### config.mk
export PLATFORM = sky130hd
export DESIGN_NAME = dmem_port_arbiter
export DESIGN_NICKNAME = d
export VERILOG_FILES = /design/src/rtl/dmem_pkg.sv /design/src/rtl/starve_counter.sv /design/src/rtl/dmem_port_arbiter.sv
export SDC_FILE = /design/constraint.sdc
export NUM_CORES = 1
export LEC_CHECK = 0
export ABC_AREA = 1
export BUFFER_PORTS_ARGS = -buffer_cell sky130_fd_sc_hd__buf_2
export CAP_MARGIN = 20
export CORE_MARGIN = 8
export CORE_UTILIZATION = 51
export CTS_CLUSTER_DIAMETER = 60
export DETAILED_ROUTE_END_ITERATION = 8
export PLACE_DENSITY = 0.9
export SKIP_LAST_GASP = 1
export SYNTH_ARGS = -nofsm -noshare
export SYNTH_HDL_FRONTEND = slang
export SYNTH_SLANG_ARGS = --single-unit
### constraint.sdc
create_clock -name clk_in -period 7.4 [get_ports clk_in]
set_input_delay 1.48 -clock clk_in [delete_from_list [all_inputs] [get_ports clk_in]]
set_output_delay 1.48 -clock clk_in [all_outputs]
set_load 0.1 [all_outputs]
### src/rtl/dmem_pkg.sv
// Shared definitions for the data-memory port arbiter: size codes, owner
// encoding, pipeline stage records and the alignment helper.
package dmem_pkg;

  localparam logic [1:0]  SIZE_WORD = 2'b00;
  localparam logic [1:0]  SIZE_HALF = 2'b01;
  localparam logic [1:0]  SIZE_BYTE = 2'b10;

  localparam logic [31:0] DATA_BASE_DEFAULT = 32'h1001_0000;

  typedef enum logic {
    OWN_M0 = 1'b0,
    OWN_M1 = 1'b1
  } owner_e;

  // Request held in the ACCESS stage; addr is already translated.
  typedef struct packed {
    logic        valid;
    owner_e      owner;
    logic        we;
    logic [1:0]  size;
    logic [31:0] addr;
    logic [31:0] wdata;
    logic        mis;
  } access_t;

  // Result held in the RESP stage.
  typedef struct packed {
    logic        valid;
    owner_e      owner;
    logic        err;
    logic [31:0] rdata;
  } resp_t;

  // The reserved code 2'b11 behaves as a word access.
  function automatic logic [1:0] norm_size(input logic [1:0] size);
    return (size == 2'b11) ? SIZE_WORD : size;
  endfunction

  // Words need addr[1:0]==0, halves need addr[0]==0, bytes are always fine.
  function automatic logic is_misaligned(input logic [1:0] size, input logic [1:0] lo);
    logic mis;
    mis = 1'b0;
    if (size == SIZE_WORD)      mis = (lo != 2'b00);
    else if (size == SIZE_HALF) mis = lo[0];
    return mis;
  endfunction

endpackage

### src/rtl/starve_counter.sv
// Counts consecutive cycles the low-priority requester waits; saturates at
// LIMIT and flags when that limit is reached so the arbiter can override.
module starve_counter #(
  parameter int LIMIT = 4
) (
  input  logic clk_in,
  input  logic reset,
  input  logic inc,
  input  logic clr,
  output logic at_limit
);

  localparam logic [3:0] LIM = 4'(LIMIT);

  logic [3:0] r_cnt;

  // Clear has priority; increment stops once the limit is held.
  always_ff @(posedge clk_in or negedge reset) begin
    if (!reset) begin
      r_cnt <= 4'd0;
    end else if (clr) begin
      r_cnt <= 4'd0;
    end else if (inc && (r_cnt != LIM)) begin
      r_cnt <= r_cnt + 4'd1;
    end
  end

  assign at_limit = (r_cnt == LIM);

endmodule

### src/rtl/dmem_port_arbiter.sv
// Shares one DMEM port between the CPU (M0) and the debug/loader port (M1).
// Accepts at most one request per cycle, translates the MARS address,
// blocks misaligned accesses, and returns a one-cycle response pulse two
// cycles after acceptance.
//
// Handshake: a request is taken at the rising edge where mX_req & mX_gnt;
// the requester holds req and payload stable until then. Responses have no
// backpressure: mX_rvalid is a single-cycle pulse that must be consumed.
module dmem_port_arbiter
  import dmem_pkg::*;
#(
  parameter logic [31:0] DATA_BASE    = DATA_BASE_DEFAULT,
  parameter int          STARVE_LIMIT = 4
) (
  input  logic        clk_in,
  input  logic        reset,
  input  logic        m0_req,
  input  logic        m0_we,
  input  logic [1:0]  m0_size,
  input  logic [31:0] m0_addr,
  input  logic [31:0] m0_wdata,
  output logic        m0_gnt,
  output logic        m0_rvalid,
  output logic [31:0] m0_rdata,
  output logic        m0_err,
  input  logic        m1_req,
  input  logic        m1_we,
  input  logic [1:0]  m1_size,
  input  logic [31:0] m1_addr,
  input  logic [31:0] m1_wdata,
  output logic        m1_gnt,
  output logic        m1_rvalid,
  output logic [31:0] m1_rdata,
  output logic        m1_err,
  output logic        dm_ena,
  output logic        dm_wena,
  output logic [1:0]  dm_size,
  output logic [31:0] dm_addr,
  output logic [31:0] dm_wdata,
  input  logic [31:0] dm_rdata
);

  access_t     r_acc;
  resp_t       r_resp;

  logic        w_starved;
  logic        w_m1_win;
  logic        w_accept;
  owner_e      w_owner;
  logic        w_we;
  logic [1:0]  w_size;
  logic [31:0] w_addr;
  logic [31:0] w_wdata;

  starve_counter #(
    .LIMIT(STARVE_LIMIT)
  ) u_starve (
    .clk_in   (clk_in),
    .reset    (reset),
    .inc      (m1_req & ~m1_gnt),
    .clr      (~m1_req | m1_gnt),
    .at_limit (w_starved)
  );

  // M1 wins when alone or starved; grants are forced low while in reset.
  assign w_m1_win = m1_req & (~m0_req | w_starved);
  assign m1_gnt   = reset & w_m1_win;
  assign m0_gnt   = reset & m0_req & ~w_m1_win;
  assign w_accept = m0_gnt | m1_gnt;

  assign w_owner  = m1_gnt ? OWN_M1 : OWN_M0;
  assign w_we     = m1_gnt ? m1_we    : m0_we;
  assign w_size   = norm_size(m1_gnt ? m1_size : m0_size);
  assign w_addr   = m1_gnt ? m1_addr  : m0_addr;
  assign w_wdata  = m1_gnt ? m1_wdata : m0_wdata;

  // ACCESS stage: capture the granted request with its translated address.
  always_ff @(posedge clk_in or negedge reset) begin
    if (!reset) begin
      r_acc <= '0;
    end else begin
      r_acc.valid <= w_accept;
      if (w_accept) begin
        r_acc.owner <= w_owner;
        r_acc.we    <= w_we;
        r_acc.size  <= w_size;
        r_acc.addr  <= w_addr - DATA_BASE;
        r_acc.wdata <= w_wdata;
        r_acc.mis   <= is_misaligned(w_size, w_addr[1:0]);
      end
    end
  end

  assign dm_ena   = r_acc.valid & ~r_acc.mis;
  assign dm_wena  = dm_ena & r_acc.we;
  assign dm_size  = r_acc.size;
  assign dm_addr  = r_acc.addr;
  assign dm_wdata = r_acc.wdata;

  // RESP stage: latch read data (zero for writes and errors) and the owner.
  always_ff @(posedge clk_in or negedge reset) begin
    if (!reset) begin
      r_resp <= '0;
    end else begin
      r_resp.valid <= r_acc.valid;
      r_resp.owner <= r_acc.owner;
      r_resp.err   <= r_acc.valid & r_acc.mis;
      r_resp.rdata <= (r_acc.valid & ~r_acc.mis & ~r_acc.we) ? dm_rdata : 32'h0;
    end
  end

  assign m0_rvalid = r_resp.valid & (r_resp.owner == OWN_M0);
  assign m1_rvalid = r_resp.valid & (r_resp.owner == OWN_M1);
  assign m0_rdata  = m0_rvalid ? r_resp.rdata : 32'h0;
  assign m1_rdata  = m1_rvalid ? r_resp.rdata : 32'h0;
  assign m0_err    = m0_rvalid & r_resp.err;
  assign m1_err    = m1_rvalid & r_resp.err;

endmodule

==> metrics.md, run 1 <==
| Metric | Value |
|---|---|
| Sequential share of power | `0.331` |
| Share of cells above drive strength 1 | `0.3463` |
| Syn Inst Count | `833` |
| Routed Antenna Nets | `0` |
| Die area | `around 0.016 mm^2` |
| Max cap viols | `0` |
| Critical Path Sink | `m0_gnt` |
| Htree depth | `3` |
| Largest net degree at the start of global routing | `79` |
| Initial antenna violation count | `0` |
| Die width | `roughly 130 um` |
| Placed Area | `~0.0074 mm^2` |
| Slew Limit Headroom | `0.2681` |
| Sw Share | `0.4738` |
| Clock power frac | `0.240` |
| Core area | `0.01241 mm^2` |
| DPL Wire Length | `14660 um` |
| # rows | `between 40 and 50` |
| Pwr Density | `284.3 mW/mm^2` |
| Ys Warns | `0` |
| TritonRoute pass-1 iters | `4` |
| Synthesized area | `between 0.006 and 0.007 mm^2` |
| Critical path origin | `reset` |
| N_diodes | `0` |
| DRT iter0 DRCs | `about 350` |
| Post-CTS Setup Repair Bufs | `0` |
| Final setup vio count | `0` |
| Placed cells | `approximately 1200` |
| WL final | `18610 um` |
| Via count | `~5900` |
| Share of the synthesized area in the top cell type | `0.4278` |
| Fmax | `about 220 MHz` |
| Internal power | `between 0.001 and 0.0015 W` |
| Startpoint types | `input port` |
| Post-route minimum period | `between 4 and 5 ns` |
| Outcome | `finished, final reports clean` |
| Reg area | `between 0.002 and 0.003 mm^2` |
| CP endpoint kind | `output port` |
| Final setup TNS | `0 ns` |
| Crit Path Max Fanout | `70` |
| Multi-input gate area | `0.002465 mm^2` |
| Wire per inst | `~15 um` |
| Fill cell count | `~1100` |
| Die height | `127.8 um` |
| Number of synthesized register bits | `~110` |
| Worst R2R Path Depth | `13` |
| I/O Buffers | `around 310` |
| Critical Path AT | `3.16 ns` |
| Clock transition at path regs | `approximately 0.07 ns` |
| CTS Buffer Depth | `2` |
| Async S/R FF share, synth | `1.000` |
| GRT overflow | `0` |
| LEAKAGE | `4.354 nW` |
| Syn-to-layout area delta | `22.02%` |
| Post-Syn Area per Cell | `approximately 7.7 um^2` |
| Vias in the first global route | `slightly below 6000` |
| Worst Tran Pin Value | `1.095 ns` |
| IO Count | `between 300 and 400` |
| Psw | `0.001048 W` |
| Part of the power in combinational logic | `0.428` |
| Worst VDD drop | `~0.00020 V` |
| Worst Hold Class | `flip-flop to flip-flop` |
| First-pass GRT wire length | `approximately 29000 um` |
| Launching point of the worst reg2reg path | `u_starve.r_cnt[0]` |
| Final Hold Fails | `0` |
| Final #Nets | `between 1000 and 1500` |
| WP data required | `5.92 ns` |
| Final instance area | `around 0.0078 mm^2` |
| Sink Count | `around 110` |
| GP Congestion | `roughly 0.94` |
| Area leader, netlist | `dfrtp_1` |
| Crit Reg-Reg Endpoint | `r_acc[0]` |
| Yosys cell types | `37` |
| RSZ-0062 raised after global routing | `false` |
| Slew Viols, Final | `0` |
| Initial core utilization | `0.5136` |
| Largest cells by area after synthesis | `dfrtp_1 (43%), nand2_1 (10%), buf_4 (7.8%)` |
| Residual DRC | `0` |
| Root Driver | `clkbuf_16` |
| Post-synth EDFFs | `0` |
| R2R Setup Slk | `a little under 4 ns` |
| Worst-skew pair later-pin latency | `roughly 0.34 ns` |
| Via/cell ratio | `roughly 4.8` |
| CTS Hold Bufs | `0` |
| Mapped Nets | `1009` |
| CTS tree | `done` |
| Tot GR Track Use | `0.2237` |
| Setup CP Type | `input port to output port` |
| Synth Flop Type | `dfrtp_1` |
| Resize count post-CTS | `0` |
| Filler-free cell count of the finished design | `between 1000 and 1500` |
| Period utilization | `0.6273` |
| Number of buffers created by CTS | `9` |
| Register area share after synthesis | `0.4278` |
| Final Skew | `0.007674 ns` |
==> layer usage <==
layer | GRT usage | share of wire | vias up
li1 | - | - | 2928
met1 | 0.2501 | 0.39 | 2677
met2 | 0.3964 | 0.50 | 241
met3 | 0.06489 | 0.087 | 24
met4 | 0.07902 | 0.022 | 0
met5 | 0 | 0 | -
==> area by class of cell <==
type                            instances  area share
Inverter                              125     0.06031
Tap cell                              172     0.02766
Clock inverter                          4    0.009971
Multi-Input combinational cell        493      0.3168
Timing Repair Buffer                  311      0.2017
Sequential cell                       109      0.3506
Clock buffer                           12     0.03297
==> critical path, cell delays in order <==
cell	delay [ns]
buf_4	0.61
nand3_2	0.41
inv_2	0.18
buf_2	0.44
==> flip-flops by register name, summed over array words and instances (netlist names) <==
signal	flops
dm_addr	32
dm_wdata	32
r_acc	4
dm_size	2
u_starve.r_cnt	4
r_resp	35
==> placed cells by master, fill, tap and decap left out, types with 6 or more instances in the layout <==
master	count
clkbuf_16	9
inv_1	119
o21ai_0	13
nand2_4	7
o22ai_1	11
a21oi_1	18
nand2_1	177
nand2_2	8
inv_2	6
buf_2	306
nand4_1	18
ha_1	6
nand3_1	52
nor2_1	111
dfrtp_1	109
o21a_1	36
==> how the worst min path moves through the flow <==
| stage | from | to | slack (ns) | cells past startpoint |
|---|---|---|---|---|
| after floorplan | r_acc[68] | r_resp[33] | 0.35 | 0 |
| after global placement | r_acc[69] | r_resp[34] | 0.39 | 0 |
| after detailed placement | r_acc[68] | r_resp[33] | 0.39 | 0 |
| after CTS | r_acc[68] | r_resp[33] | 0.41 | 0 |
| after global routing | r_acc[68] | r_resp[33] | 0.41 | 0 |
| final | r_acc[68] | r_resp[33] | 0.40 | 0 |
==> through the flow <==
step | hold WS, ns | worst slack [ns] | utilization | total power [W]
floorplan | 0.3540 | 2.417 | - | 0.001605
global placement | 0.3908 | 2.744 | 0.5998 | 0.001680
detailed placement | 0.3880 | 2.713 | 0.5998 | 0.001696
CTS | 0.4051 | 2.707 | 0.6267 | 0.002230
global route | 0.4130 | 2.574 | 0.6267 | 0.002309
finish | 0.3989 | 2.758 | 0.6267 | 0.002212
==> power by group through the flow <==
stage                     clock [W]  sequential, W  combinational [W]
after global routing       0.000570       0.000744           0.000994
after floorplan                   0       0.000727           0.000879
after global placement            0       0.000739           0.000941
after detailed placement          0       0.000743           0.000953
after CTS                  0.000543       0.000733           0.000954
final                      0.000531       0.000733           0.000948
==> Yosys cell counts, types with 3 or more instances <==
cell type,instances
buf_4,66
nand3_2,3
nor2_4,5
inv_1,119
clkbuf_1,13
xor2_1,3
dfrtp_1,109
buf_2,18
o21ai_0,13
buf_6,4
nand4_1,18
nor2_1,111
o21ai_1,5
nand3_1,52
buf_1,4
ha_1,6
o21a_1,36
a21oi_1,18
o22ai_1,11
nand2_4,7
nand2_1,177
inv_2,6
nand2_2,8
a2bb2oi_1,3
nor2_2,3
==> cell families after synthesis <==
| group | synth area share |
|---|---|
| simple gates | 0.2767 |
| buf+inv | 0.1856 |
| flops | 0.4278 |
| compound gates | 0.09105 |
| fa+ha+maj | 0.01177 |
| xor+xnor | 0.005496 |
| mux | 0.001570 |
Power figures use the tool's default switching activity.
==> run 2, diff against run 1 <==
--- a/config.mk
+++ b/config.mk
@@ -9,10 +9,10 @@
 export BUFFER_PORTS_ARGS = -buffer_cell sky130_fd_sc_hd__buf_2
 export CAP_MARGIN = 20
 export CORE_MARGIN = 8
-export CORE_UTILIZATION = 51
+export CORE_UTILIZATION = 43
 export CTS_CLUSTER_DIAMETER = 60
 export DETAILED_ROUTE_END_ITERATION = 8
-export PLACE_DENSITY = 0.9
+export PLACE_DENSITY = 0.81
 export SKIP_LAST_GASP = 1
 export SYNTH_ARGS = -nofsm -noshare
 export SYNTH_HDL_FRONTEND = slang
==> constraint.sdc (replaced) <==
create_clock -name clk_in -period 4.15 [get_ports clk_in]
set_input_delay 0.83 -clock clk_in [delete_from_list [all_inputs] [get_ports clk_in]]
set_output_delay 0.83 -clock clk_in [all_outputs]
set_load 0.1 [all_outputs]
==> run 2 against run 1 <==
  * Sequential share of layout area is 0.30 points lower
  * Hold slack worse by 0.058 ns
  * Global-route usage is 3.0 points lower
  * Clock power is 66% higher
  * Non-clock buffer count is 4 higher
  * Critical endpoint unchanged
  * Largest cell class unchanged
  * Highest routed layer unchanged
==> metrics.md, run 2 (same netlist as run 1, synthesis figures left out) <==
| Metric | Value |
|---|---|
| Outcome | `finished, final reports clean (unchanged)` |
| Worst Hold Class | `input port to asynchronous set/reset pin (was flip-flop to flip-flop)` |
| TritonRoute pass-1 iters | `5 (was 4)` |
| Die area | `0.01898 mm^2 (was 0.01634 mm^2)` |
| Routing usage on met2 | `0.3348 (was 0.3964)` |
| Critical Path Sink | `m0_gnt (unchanged)` |
| # rows | `44 (was 41)` |
| Commonest non-fill, non-tap cells in the layout | `buf_2 (305), nand2_1 (177), inv_1 (119) (was buf_2 (306), nand2_1 (177), inv_1 (119))` |
| WP data required | `3.32 ns (was 5.92 ns)` |
| Crit Path Max Fanout | `20 (was 70)` |
| Syn-to-layout area delta | `23.06% (was 22.02%)` |
| Initial core utilization | `0.4387 (was 0.5136)` |
| Vias in the first global route | `5777 (was 5934)` |
| Residual DRC | `0 (unchanged)` |
| GRT overflow | `0 (unchanged)` |
| WL final | `19140 um (was 18610 um)` |
| CTS Buffer Depth | `2 (unchanged)` |
| Max cap viols | `0 (unchanged)` |
| Via count | `5906 (was 5870)` |
| RSZ-0062 raised after global routing | `false (unchanged)` |
| Root Driver | `clkbuf_16 (unchanged)` |
| GP Congestion | `0.8819 (was 0.9449)` |
| Place WS | `1.075 ns (was 2.713 ns)` |
| Number of buffers created by CTS | `9 (unchanged)` |
| Post-CTS Setup Repair Bufs | `0 (unchanged)` |
| Initial antenna violation count | `0 (unchanged)` |
| N_diodes | `0 (unchanged)` |
| Reg area | `0.002728 mm^2 (unchanged)` |
| R2R Setup Slk | `1.17 ns (was 3.98 ns)` |
| Final setup TNS | `0 ns (unchanged)` |
| Most common cell after layout, fill and taps aside | `buf_2 (unchanged)` |
| Crit Reg-Reg Endpoint | `dm_addr[26] (was r_acc[0])` |
| Reg with most FFs | `r_resp (unchanged)` |
| IO Count | `308 (unchanged)` |
| I/O Buffers | `307 (unchanged)` |
| Slew Viols, Final | `0 (unchanged)` |
| Via/cell ratio | `4.755 (was 4.788)` |
| Startpoint types | `flip-flop (was input port)` |
| Largest register FFs | `35 (unchanged)` |
| Die width | `137.8 um (was 127.8 um)` |
| DRT iter0 DRCs | `216 (was 353)` |
| Final Skew | `0.005842 ns (was 0.007674 ns)` |
| Final Hold Fails | `0 (unchanged)` |
| Worst Tran Pin Value | `1.051 ns (was 1.095 ns)` |
| CTS Hold Bufs | `0 (unchanged)` |
| Clock transition at path regs | `0.07 ns (about the same)` |
| Final #Nets | `1229 (was 1225)` |
| Launching point of the worst reg2reg path | `u_starve.r_cnt[0] (unchanged)` |
| Wire per inst | `15.41 um (was 15.18 um)` |
| Multi-input gate area | `0.002465 mm^2 (unchanged)` |
| Period utilization | `0.7703` |
| Critical path origin | `u_starve.r_cnt[0] (was reset)` |
| Worst-skew pair later-pin latency | `0.35 ns (was 0.34 ns)` |
| Htree depth | `3 (unchanged)` |
| Met1 usage | `0.2248 (was 0.2501)` |
| Largest net degree at the start of global routing | `72 (was 79)` |
| Final core occ | `0.5399 (was 0.6267)` |
| Worst VDD drop | `0.0005160 V (was 0.0001999 V)` |
| Fmax | `roughly 310 MHz` |
| Setup CP Type | `flip-flop to output port (was input port to output port)` |
| Post-route setup slack | `0.9533 ns (was 2.758 ns)` |
| Final setup vio count | `0 (unchanged)` |
| Total Power | `0.003892 W (was 0.002212 W)` |
| Critical Path AT | `2.37 ns (was 3.16 ns)` |
| Pwr Density | `496.0 mW/mm^2 (was 284.3 mW/mm^2)` |
| Worst R2R Path Depth | `15 (was 13)` |
| Sink Count | `109 (unchanged)` |
| First-pass GRT wire length | `28820 um (was 29150 um)` |
| DPL Wire Length | `15360 um (was 14660 um)` |
| Resize count post-CTS | `0 (unchanged)` |
| Busiest grt layer | `met2 (unchanged)` |
| Slew Limit Headroom | `0.2973 (was 0.2681)` |
| Fill cell count | `1421 (was 1112)` |
| CP endpoint kind | `output port (unchanged)` |
| Share of cells above drive strength 1 | `0.3497 (was 0.3463)` |
| Routed Antenna Nets | `0 (unchanged)` |
| Post-route minimum period | `between 3 and 4 ns` |
| Met3 global-route usage | `0.06273 (was 0.06489)` |
| CTS tree | `done (unchanged)` |
| Die height | `137.8 um (was 127.8 um)` |
| Core area | `0.01453 mm^2 (was 0.01241 mm^2)` |
| LEAKAGE | `4.375 nW (was 4.354 nW)` |
| Tot GR Track Use | `0.1936 (was 0.2237)` |
run 2: cell count changes in the layout (fill, tap and decap cells not counted), sizes merged:
cell	before	now
bufinv	2	1
clkinv	1	2
clkinvlp	0	1
buf	311	315
clkbuf	12	9
inv	126	128
run 2: worst min path at each step:
stage,from,endpoint,slack [ns],cells after the start
after detailed placement,r_acc[68],r_resp[33],0.37,0
after CTS,reset,dm_addr[21],0.33,1
after global routing,reset,dm_addr[21],0.34,1
final,reset,dm_addr[21],0.34,1
after floorplan,r_acc[68],r_resp[33],0.35,0
after global placement,r_acc[68],r_resp[33],0.38,0
run 2: worst max-delay path, cell delays in order, from the launching register on:
cell     delay (ns)
dfrtp_1        0.40
inv_1          0.08
ha_1           0.23
nand3_4        0.13
nand2_4        0.16
nand2_1        0.11
nand3_2        0.28
inv_2          0.19
buf_2          0.44
run 2: power by group:
part | internal, W | switching [W] | total [W]
sequential | 0.00122 | 0.0000911 | 0.00131
combinational | 0.000303 | 0.00140 | 0.00170
clock | 0.000479 | 0.000405 | 0.000884
total | 0.00200 | 0.00189 | 0.00389
run 2: layout make-up:
cell class | count | area share
Clock buffer | 9 | 0.02870
Inverter | 125 | 0.05980
Clock inverter | 7 | 0.01052
Timing Repair Buffer | 315 | 0.2099
Multi-Input combinational cell | 493 | 0.3141
Sequential cell | 109 | 0.3476
Tap cell | 184 | 0.02934
run 2: per-layer routing:
metal	routed length, um	share of wire
met1	7341	0.38
met2	9434	0.49
met3	2005	0.10
met4	362	0.019
met5	0	0
run 2: metrics by stage:
stage	instance area, um^2	hold WS (ns)	cells
after floorplan	6376	0.3540	833
after CTS	7819	0.3256	1241
final	7846	0.3407	1242
after global routing	7846	0.3385	1242
after detailed placement	7511	0.3728	1225
after global placement	7511	0.3751	1225
